### config.mk
export PLATFORM = sky130hd
export DESIGN_NAME = tc_timer_flat
export DESIGN_NICKNAME = d
export VERILOG_FILES = /design/src/rtl/tc_pkg.sv /design/src/rtl/tc_timer_if.sv /design/src/rtl/tc_timer.sv /design/src/flat_wrapper.sv
export SDC_FILE = /design/constraint.sdc
export NUM_CORES = 1
export LEC_CHECK = 0
export CAP_MARGIN = 20
export CORE_AREA = 4 4 95 97
export CTS_CLUSTER_SIZE = 28
export DETAILED_ROUTE_END_ITERATION = 10
export DIE_AREA = 0 0 99 101
export GPL_TIMING_DRIVEN = 0
export PLACE_DENSITY = 0.91
export SETUP_SLACK_MARGIN = 0.1
export SYNTH_ARGS = -nofsm -noshare
export SYNTH_HDL_FRONTEND = slang
export SYNTH_SLANG_ARGS = --single-unit
export TNS_END_PERCENT = 1
### constraint.sdc
create_clock -name clk -period 2.31 [get_ports clk]
set_input_delay 0.462 -clock clk [delete_from_list [all_inputs] [get_ports clk]]
set_output_delay 0.462 -clock clk [all_outputs]
set_load 0.05 [all_outputs]
### src/rtl/tc_pkg.sv
// Shared constants for the tc_timer down-counter peripheral: FSM state codes,
// register offsets, CTRL bit positions and MODE encodings.
package tc_pkg;

    localparam logic [1:0] ST_IDLE = 2'd0;
    localparam logic [1:0] ST_LOAD = 2'd1;
    localparam logic [1:0] ST_CNT  = 2'd2;
    localparam logic [1:0] ST_INT  = 2'd3;

    // Word offsets as seen on addr[3:2]
    localparam logic [1:0] OFF_CTRL   = 2'b00;
    localparam logic [1:0] OFF_PRESET = 2'b01;
    localparam logic [1:0] OFF_COUNT  = 2'b10;
    localparam logic [1:0] OFF_NONE   = 2'b11;

    localparam int CTRL_EN      = 0;
    localparam int CTRL_MODE_LO = 1;
    localparam int CTRL_MODE_HI = 2;
    localparam int CTRL_IM      = 3;

    localparam logic [1:0] MODE_ONESHOT = 2'b00;
    localparam logic [1:0] MODE_AUTO    = 2'b01;

    // Only the exact 01 encoding reloads; 1x falls back to one-shot.
    function automatic logic is_auto(input logic [1:0] mode);
        return mode == MODE_AUTO;
    endfunction

endpackage

### src/rtl/tc_timer_if.sv
// Register-bus connection between the system bridge (master) and a timer (slave).
// Bus semantics: no handshake; a write happens on every clk edge with we=1, and
// rdata/irq are combinational views of the slave's registers, valid every cycle.
interface tc_timer_if;
    logic [31:0] addr;
    logic        we;
    logic [31:0] wdata;
    logic [31:0] rdata;
    logic        irq;

    modport master (output addr, output we, output wdata, input rdata, input irq);
    modport slave  (input addr, input we, input wdata, output rdata, output irq);
endinterface

### src/rtl/tc_timer.sv
// Memory-mapped down-counter timer with one-shot and auto-reload modes.
// Optional build macro TC_STATUS_READ_EN exposes FSM state and irq_flag in CTRL[6:4].
module tc_timer
    import tc_pkg::*;
#(
    parameter int              CNT_W      = 32,
    parameter logic [CNT_W-1:0] PRESET_RST = '0
) (
    input  logic       clk,
    input  logic       reset_n,
    tc_timer_if.slave  bus,
    output logic [1:0] state_dbg
);

    logic             en_q;
    logic             im_q;
    logic [1:0]       mode_q;
    logic [CNT_W-1:0] preset_q;
    logic [CNT_W-1:0] count_q;
    logic [1:0]       state_q;
    logic             flag_q;

    logic [1:0] off;
    logic       ctrl_wr;
    logic       preset_wr;
    logic       expire;
    logic       unused_addr_bits;

    assign off              = bus.addr[3:2];
    assign ctrl_wr          = bus.we && (off == OFF_CTRL);
    assign preset_wr        = bus.we && (off == OFF_PRESET);
    assign expire           = (state_q == ST_CNT) && en_q && (count_q <= CNT_W'(1));
    assign unused_addr_bits = ^{bus.addr[31:4], bus.addr[1:0]};

    always_ff @(posedge clk or negedge reset_n) begin
        if (!reset_n) begin
            state_q <= ST_IDLE;
            count_q <= '0;
        end else begin
            case (state_q)
                ST_IDLE: if (en_q) state_q <= ST_LOAD;
                ST_LOAD: begin
                    count_q <= preset_q;
                    state_q <= ST_CNT;
                end
                ST_CNT: begin
                    if (!en_q) begin
                        state_q <= ST_IDLE;
                    end else if (count_q > CNT_W'(1)) begin
                        count_q <= count_q - CNT_W'(1);
                    end else begin
                        count_q <= '0;
                        state_q <= ST_INT;
                    end
                end
                ST_INT:  state_q <= ST_IDLE;
                default: state_q <= ST_IDLE;
            endcase
        end
    end

    // A CTRL write always beats the one-shot auto-disable of EN.
    always_ff @(posedge clk or negedge reset_n) begin
        if (!reset_n) begin
            en_q   <= 1'b0;
            mode_q <= MODE_ONESHOT;
            im_q   <= 1'b0;
        end else if (ctrl_wr) begin
            en_q   <= bus.wdata[CTRL_EN];
            mode_q <= bus.wdata[CTRL_MODE_HI:CTRL_MODE_LO];
            im_q   <= bus.wdata[CTRL_IM];
        end else if (state_q == ST_INT && !is_auto(mode_q)) begin
            en_q   <= 1'b0;
        end
    end

    // Expiry wins over a same-cycle CTRL write: the write only clears the old flag.
    always_ff @(posedge clk or negedge reset_n) begin
        if (!reset_n) begin
            flag_q <= 1'b0;
        end else if (expire) begin
            flag_q <= 1'b1;
        end else if (ctrl_wr) begin
            flag_q <= 1'b0;
        end else if (state_q == ST_INT && is_auto(mode_q)) begin
            flag_q <= 1'b0;
        end
    end

    always_ff @(posedge clk or negedge reset_n) begin
        if (!reset_n) begin
            preset_q <= PRESET_RST;
        end else if (preset_wr) begin
            preset_q <= CNT_W'(bus.wdata);
        end
    end

    logic [31:0] ctrl_rd;

    always_comb begin
        ctrl_rd = '0;
        ctrl_rd[CTRL_EN]                  = en_q;
        ctrl_rd[CTRL_MODE_HI:CTRL_MODE_LO] = mode_q;
        ctrl_rd[CTRL_IM]                  = im_q;
`ifdef TC_STATUS_READ_EN
        ctrl_rd[5:4] = state_q;
        ctrl_rd[6]   = flag_q;
`endif
    end

    always_comb begin
        bus.rdata = '0;
        case (off)
            OFF_CTRL:   bus.rdata = ctrl_rd;
            OFF_PRESET: bus.rdata = 32'(preset_q);
            OFF_COUNT:  bus.rdata = 32'(count_q);
            default:    bus.rdata = '0;
        endcase
    end

    assign bus.irq   = im_q & flag_q;
    assign state_dbg = state_q;

endmodule

### src/flat_wrapper.sv
// flat-port wrapper written by rule: the top's interface ports become plain ports
module tc_timer_flat import tc_pkg::*;
#(
    parameter int              CNT_W      = 32,
    parameter logic [CNT_W-1:0] PRESET_RST = '0
)
  (clk, reset_n, state_dbg, bus_addr, bus_we, bus_wdata, bus_rdata, bus_irq);
  tc_timer_if bus_i ();
  input  logic clk;
  input  logic reset_n;
  output logic [1:0] state_dbg;
  input wire logic [$bits(bus_i.addr)-1:0] bus_addr;
  input wire logic [$bits(bus_i.we)-1:0] bus_we;
  input wire logic [$bits(bus_i.wdata)-1:0] bus_wdata;
  output wire logic [$bits(bus_i.rdata)-1:0] bus_rdata;
  output wire logic [$bits(bus_i.irq)-1:0] bus_irq;
  assign bus_i.addr = bus_addr;
  assign bus_i.we = bus_we;
  assign bus_i.wdata = bus_wdata;
  assign bus_rdata = bus_i.rdata;
  assign bus_irq = bus_i.irq;
  tc_timer #(.CNT_W(CNT_W), .PRESET_RST(PRESET_RST)) u_core (.clk(clk), .reset_n(reset_n), .bus(bus_i), .state_dbg(state_dbg));
endmodule
### Word level (Yosys, flattened, before mapping)

Cells that the tools add are included.

* add/sub/neg operators: 1
* order comparisons: 2
* equal/unequal tests: 9
* multiplexer cells: 13
* bitwise logic cells: 1
* reductions and logical operators: 14

Operators with widths (count)
* 32-bit case mux with 3 select lines: 1
* 32-bit 2-to-1 mux: 2
* 32-bit case mux with 2 select lines: 1
* 32-bit by 1-bit greater-than comparator with 1-bit output (second input constant): 1
* 32-bit by 1-bit <= comparator with 1-bit output (second input constant): 1
* 32-bit by 1-bit subtractor with 32-bit output (second input constant): 1
* 2-bit case mux with 4 select lines: 1
* 2-bit by 1-bit == test with 1-bit output (second input constant): 3
* 2-bit == test (second input constant): 3
* 1-bit logical AND: 6
* 2-bit 2-to-1 mux: 3
* 1-bit 2-to-1 mux: 5
* 2-bit zero test: 2
* 2-bit by 1-bit != test with 1-bit output (second input constant): 2
* 2-bit AND reduction: 2
* 2-bit nonzero test: 2
* 3-bit != test (second input constant): 1
* 3-bit nonzero test: 1
* 1-bit AND: 1
* 1-bit zero test: 1

* flip-flop bits (word level): 71
* input port bits: 67
* output and inout bits: 35
* logic and storage cells: 47

### Longest topological paths before layout

Gate-level depths: netlist of the first run.

* word-level depth: 5
* depth in mapped cells: 9
* gate-level depth less buffers: 7

### Least setup slack after synthesis of the first run

OpenSTA, ideal clock, no wires.

* path type: input port to output port
* start point: in bus_addr[3]
* end point: out bus_rdata[2]
* arrival: 1.935 ns
* slack: -0.087 ns
* cell stages on the path: 3
* buffers on the path: 1
* path through: clkbuf_1 > mux2i_1 > o21ai_0

* cells in the longest elaborated chain, start to end: 2
* elaborated cells between the ends (all ways): 4
* those cells by class: 2 x eq/ne; 1 x mux; 1 x reduce/logical

Ends and longest elaborated chain
* from (decl): line flat_wrapper.sv:12 `input wire logic [$bits(bus_i.addr)-1:0] bus_addr;`
* 2-bit == test (tied with other cells): line tc_timer.sv:113 `case (off)`
* 32-bit case mux with 3 select lines *: line tc_timer.sv:113
* to (decl): line flat_wrapper.sv:15 `output wire logic [$bits(bus_i.rdata)-1:0] bus_rdata;`

Every way passes the cells marked *; elsewhere a longest branch is shown, timed or not.

### Worst setup path in the final report of the first run

* start point: reg u_core.count_q[17]
* end point: reg u_core.count_q[8]

* cells in the longest elaborated chain, start to end: 4

Ends and longest elaborated chain
* from (decl): line tc_timer.sv:19 `logic [CNT_W-1:0] count_q;`
* from (signal assigned): line tc_timer.sv:43 `count_q <= preset_q;`
* from (signal assigned): line tc_timer.sv:50 `count_q <= count_q - CNT_W'(1);`
* 32-bit by 1-bit greater-than comparator with 1-bit output: line tc_timer.sv:49 `end else if (count_q > CNT_W'(1)) begin`
* 32-bit 2-to-1 mux: line tc_timer.sv:49
* 32-bit 2-to-1 mux: line tc_timer.sv:47 `if (!en_q) begin`
* 32-bit case mux with 2 select lines: line tc_timer.sv:40 `case (state_q)`

Every way passes these cells. The select of a mux whose other input is x is not followed.
A chain may end at the register's enable or synchronous reset.

==> flow_summary.json, run 1 <==
{
  "finalMaxSlewViolations": 0,
  "cts_tree": "built",
  "area_delta_synth_final_pct": 29.4,
  "ys_types": 49,
  "multiInputGateArea_mm2": 0.00223,
  "die_w_um": 99,
  "seqPwrFrac": 0.372,
  "synth_top_cell_by_area": "dfrtp_1",
  "arrival_ns": 2.45,
  "ys_ff_latch": 71,
  "rrSetupSlack_ns": 0.08,
  "vias": 4002,
  "die-area_mm2": 0.0100,
  "cts.sinks": 71,
  "rows": 33,
  "grt_pass1_wl_um": 20700,
  "routedWlPerCell_um": 21.8,
  "fmaxAchievable_ghz": 0.448,
  "power_density_mw_per_mm2": 1160,
  "async_flop_share": 1.00,
  "finalSetupViolCount": 0,
  "cp_max_fo": 10,
  "synthTopCellsByArea": "dfrtp_1, mux2_2, a22o_1",
  "hold_viol": 0,
  "endpoint_kind": "flop",
  "io_buffer_count": 70,
  "critPathLaunchType": "flop",
  "dpl.hpwl_um": 8900,
  "crit_required_ns": 2.52,
  "total_power_w": 0.00607,
  "yosys_warnings": 0,
  "drv_cap": 0,
  "die_y_um": 101,
  "synth_edf_count": 0,
  "synth.avg_cell_area_um2": 10.1,
  "grt_use_met3": 0.0512,
  "htree_levels": 3,
  "p_sw_w": 0.00278,
  "holdBufCountCts": 0,
  "min_period_over_period": 0.965,
  "drt-vias-per-instance": 6.68,
  "grt_max_degree": 72,
  "period_needed_ns": 2.23,
  "rsz0062_at_grt": "yes",
  "p_clk_frac": 0.155,
  "core-area_mm2": 0.00813,
  "routed_wl_um": 13100,
  "cts-buffers-inserted": 9,
  "syn_area_mm2": 0.00404,
  "synth-seq-area-share": 0.440,
  "hold-worst-slack_ns": 0.247,
  "min_path_type": "in -> async",
  "synth_flop_cell": "dfrtp_1",
  "drcViolationCount": 0,
  "power_leakage_nw": 2.14,
  "fin_util": 0.643,
  "regArea_mm2": 0.00178,
  "vdd_drop_max_uv": 750,
  "fill_cells": 651,
  "criticalPathCategory": "reg -> reg",
  "antennaDiodeCount": 0,
  "gr-total-overflow": 0,
  "worst_pin_slew_ns": 0.880,
  "io_pins": 102,
  "clockRootBuffer": "clkbuf_8",
  "drive_above_1_share": 0.334,
  "drtPass1Iterations": 5,
  "outcome": "completed",
  "swShare": 0.457,
  "antenna_found_initial": 0,
  "drtIter0Drc": 333,
  "netlist_instances": 400,
  "fin_skew_ns": 0.00488,
  "grt_use_met2": 0.413,
  "grt_busiest_layer": "met2",
  "synth_nets": 469,
  "p_comb_frac": 0.473,
  "clk_path_buf_depth": 2,
  "path_clk_slew_ns": 0.07,
  "gr-usage-all-layers": 0.264,
  "worstSkewPairLatency_ns": 0.34,
  "grt_pass1_vias": 3903,
  "synth_top_area_frac": 0.440,
  "floorplan.initialDensity": 0.497,
  "internal_power_w": 0.00330,
  "ant_nets": 0,
  "place.gp.congestion": 0.956,
  "slew_headroom": 0.413,
  "grt_use_met1": 0.359,
  "final_nets": 560
}
[flip-flops by register name (all words and copies together), names as in the netlist]
name	flops
u_core.flag_q	1
u_core.preset_q	32
u_core.en_q	1
u_core.mode_q	2
u_core.count_q	32
u_core.state_dbg	2
u_core.im_q	1
[synthesized netlist by cell type (7+ instances only)]
cell / instances
nand4_1: 20
a21oi_1: 11
nand3_1: 21
nor2_1: 9
o21ai_0: 14
a31oi_1: 7
nand2_1: 30
or4_1: 11
and3_1: 9
a22oi_1: 13
a22o_1: 28
mux2_2: 35
dfrtp_1: 71
buf_1: 9
clkbuf_1: 20
nor3_1: 8
[metal layers]
metal | vias up | part of all wire
met3 | 46 | 0.10
met4 | 0 | 0.037
met1 | 1919 | 0.41
met2 | 288 | 0.45
met5 | - | 0
li1 | 1749 | -
[worst max-delay path, cell delays in order, from the launching register on]
cell	delay [ns]
dfrtp_1	0.49
nor4_4	0.44
and3_2	0.32
nand3_1	0.12
buf_2	0.21
buf_2	0.23
a31oi_1	0.20
o21ai_0	0.10
[cell usage in the layout, fill, tap and decap left out, drive strengths merged, types with 12 or more instances in the layout]
cell type       n
dfrtp          71
o21ai          14
a22o           28
a22oi          13
nand2          30
nand4          21
mux2           35
nand3          21
clkdlybuf4s50  36
buf            49
nor4           12
clkbuf         40
[per-stage QoR]
step,area (µm²),setup slack (ns),cells,TNS (ns)
after detailed placement,4890,-1.45,575,-55.13
after global routing,5230,-0.0112,599,-0.0112
after CTS,5110,0.0330,594,0
after global placement,4900,-1.63,575,-167.34
after floorplan,4070,0.0464,400,0
final,5230,0.0798,599,0
[power groups by stage]
stage | Combinational [W] | Clock, W | Sequential [W]
2_1_floorplan | 0.00188 | 0 | 0.00209
3_3_place_gp | 0.00263 | 0 | 0.00215
3_5_place_dp | 0.00268 | 0 | 0.00218
4_1_cts | 0.00273 | 0.000949 | 0.00218
5_1_grt | 0.00305 | 0.00101 | 0.00232
6_report | 0.00288 | 0.000939 | 0.00226
[kinds of logic after synthesis]
logic type      count (synthesis)  share of synthesized area
compound gates                101                      0.188
fa+ha+maj                       2                    0.00619
buf+inv                        39                     0.0375
flops                          71                      0.440
mux                            39                      0.107
simple gates                  148                      0.221
[area by class of cell]
class / count / share of cell area
Sequential cell: 71 / 0.341
Inverter: 6 / 0.00431
Multi-Input combinational cell: 290 / 0.427
Tap cell: 105 / 0.0251
Clock buffer: 14 / 0.0349
Buffer: 32 / 0.0347
Timing Repair Buffer: 81 / 0.134
[worst paths after layout]
| kind | startpoint | endpoint | depth (start not counted) |
|---|---|---|---|
| min | reset_n | u_core.im_q | 1 |
| max | u_core.count_q[17] | u_core.count_q[8] | 7 |
| max in group asynchronous | reset_n | u_core.count_q[0] | 1 |
| min in group clk | u_core.preset_q[16] | u_core.count_q[16] | 2 |
| min reg2reg | u_core.preset_q[16] | u_core.count_q[16] | 2 |
| max reg2reg | u_core.count_q[17] | u_core.count_q[8] | 7 |
[what timing repair did]
item	in CTS	in global routing
setup endpoints to repair	96	66
hold endpoints to repair	0	0
pin swaps	2	2
resized for setup	208	40
gates cloned	0	0
setup buffers	5	6
(Power assumes the default switching activity.)
==> run 2, diff against run 1 <==
- PLACE_DENSITY: 0.91 -> 0.76
- TNS_END_PERCENT: 1 -> unset
==> flow_summary.json, run 2 (same netlist as run 1, synthesis figures left out) <==
{
  "area_delta_synth_final_pct": 31.3,
  "io_pins": 102,
  "place.gp.congestion": 0.969,
  "setup_slack_ns": 0.141,
  "fill_cells": 693,
  "outcome": "completed",
  "dpl.hpwl_um": 8840,
  "drive_above_1_share": 0.363,
  "drcViolationCount": 0,
  "final_nets": 561,
  "fin_skew_ns": 0.00907,
  "clk_path_buf_depth": 2,
  "post_dp_cell_area_mm2": 0.00491,
  "vias": 4026,
  "drt-vias-per-instance": 6.70,
  "grt_max_degree": 72,
  "worstSkewPairLatency_ns": 0.36,
  "final_cell_mix": "dfrtp_1, buf_4, clkdlybuf4s50_1",
  "drtPass1Iterations": 6,
  "power_leakage_nw": 2.16,
  "fmaxAchievable_ghz": 0.461,
  "routedWlPerCell_um": 22.6,
  "largestRegisters": "u_core.count_q x32, u_core.preset_q x32",
  "critPathLaunchType": "flop",
  "endpoint_kind": "flop",
  "layout_commonest_cell": "dfrtp_1",
  "gr-usage-all-layers": 0.272,
  "dp_worst_setup_slack_ns": -1.52,
  "period_needed_ns": 2.17,
  "criticalPathCategory": "reg -> reg",
  "cts-buffers-inserted": 9,
  "regArea_mm2": 0.00178,
  "worst_pin_slew_ns": 0.935,
  "cts.sinks": 71,
  "crit_required_ns": 2.55,
  "fin_area_mm2": 0.00531,
  "vdd_drop_max_uv": 705,
  "arrival_ns": 2.41,
  "hold-worst-slack_ns": 0.216,
  "tns_ns": 0,
  "multiInputGateArea_mm2": 0.00226,
  "die_y_um": 101,
  "antennaDiodeCount": 0,
  "rows": 33,
  "die_w_um": 99,
  "finalMaxSlewViolations": 0,
  "min_path_type": "in -> async",
  "rsz0062_at_grt": "yes",
  "drtIter0Drc": 473,
  "gr-total-overflow": 0,
  "die-area_mm2": 0.0100,
  "clockRootBuffer": "clkbuf_8",
  "core-area_mm2": 0.00813,
  "slew_headroom": 0.377,
  "finalSetupViolCount": 0,
  "cts_tree": "built",
  "cp_max_fo": 10,
  "ant_nets": 0,
  "path_clk_slew_ns": 0.08,
  "routed_wl_um": 13600,
  "grt_pass1_wl_um": 21000,
  "power_density_mw_per_mm2": 1170,
  "holdBufCountCts": 0,
  "fin_util": 0.652,
  "min_period_over_period": 0.939,
  "floorplan.initialDensity": 0.497,
  "io_buffer_count": 70,
  "grt_pass1_vias": 3993,
  "hold_viol": 0,
  "antenna_found_initial": 0,
  "htree_levels": 3,
  "drv_cap": 0
}
[run 2: changes by cell type in the layout (fill, tap and decap cells not counted), moves of 3 or more]
cell	previous run	this run
buf_2	10	7
buf_4	35	42
clkbuf_1	6	2
clkbuf_4	8	4
clkinvlp_4	0	3
dfrtp_1	68	65
dfrtp_2	3	6
o21ai_1	4	1
o21ai_2	0	3
[run 2: cell type report]
class / instances / area share
buffer: 31 / 0.0377
tap: 105 / 0.0248
timing repair buffer: 83 / 0.137
clock buffer: 9 / 0.0233
inverter: 6 / 0.00424
multi-input combinational: 290 / 0.425
clock inverter: 6 / 0.0118
sequential: 71 / 0.336
[run 2: worst paths after layout]
kind | startpoint | endpoint | slack, ns | cells after the start
hold / removal | reset_n | u_core.im_q | 0.22 | 1
setup / recovery | u_core.count_q[6] | u_core.count_q[4] | 0.14 | 7
setup reg to reg | u_core.count_q[6] | u_core.count_q[4] | 0.14 | 7
max in group asynchronous | reset_n | u_core.count_q[4] | 1.42 | 1
min in group clk | u_core.preset_q[16] | u_core.count_q[16] | 0.52 | 2
hold reg to reg | u_core.preset_q[16] | u_core.count_q[16] | 0.52 | 2
[run 2: critical path: stages, from the launching register on]
cell and delay [ns]:
dfrtp_2 0.44, nor4_4 0.30, buf_6 0.17, and4_4 0.24, nand3_1 0.11, clkbuf_4 0.21
a31o_2 0.27, a221o_1 0.30
[run 2: power breakdown]
group          internal, W  switching [W]  total [W]
clock             0.000489       0.000501   0.000989
sequential         0.00167       0.000612    0.00228
combinational      0.00120        0.00176    0.00296
total              0.00336        0.00287    0.00623
[run 2: repair_timing]
action	4_1_cts	5_1_grt
gates resized for setup	225	45
pin swaps	3	5
buffers inserted	5	8
gates cloned	0	0
endpoints found under the setup margin	96	64
[run 2: metal layers]
metal	wire length (µm)	track usage	vias up
met4	359	0.130	0
met2	6350	0.424	246
met1	5530	0.367	1988
li1	-	-	1757
met3	1320	0.0505	35
met5	0	0	-
[run 2: stage by stage]
stage,instances,power [W]
CTS,594,0.00600
detailed placement,575,0.00487
global placement,575,0.00479
finish,601,0.00623
floorplan,400,0.00397
global route,601,0.00654
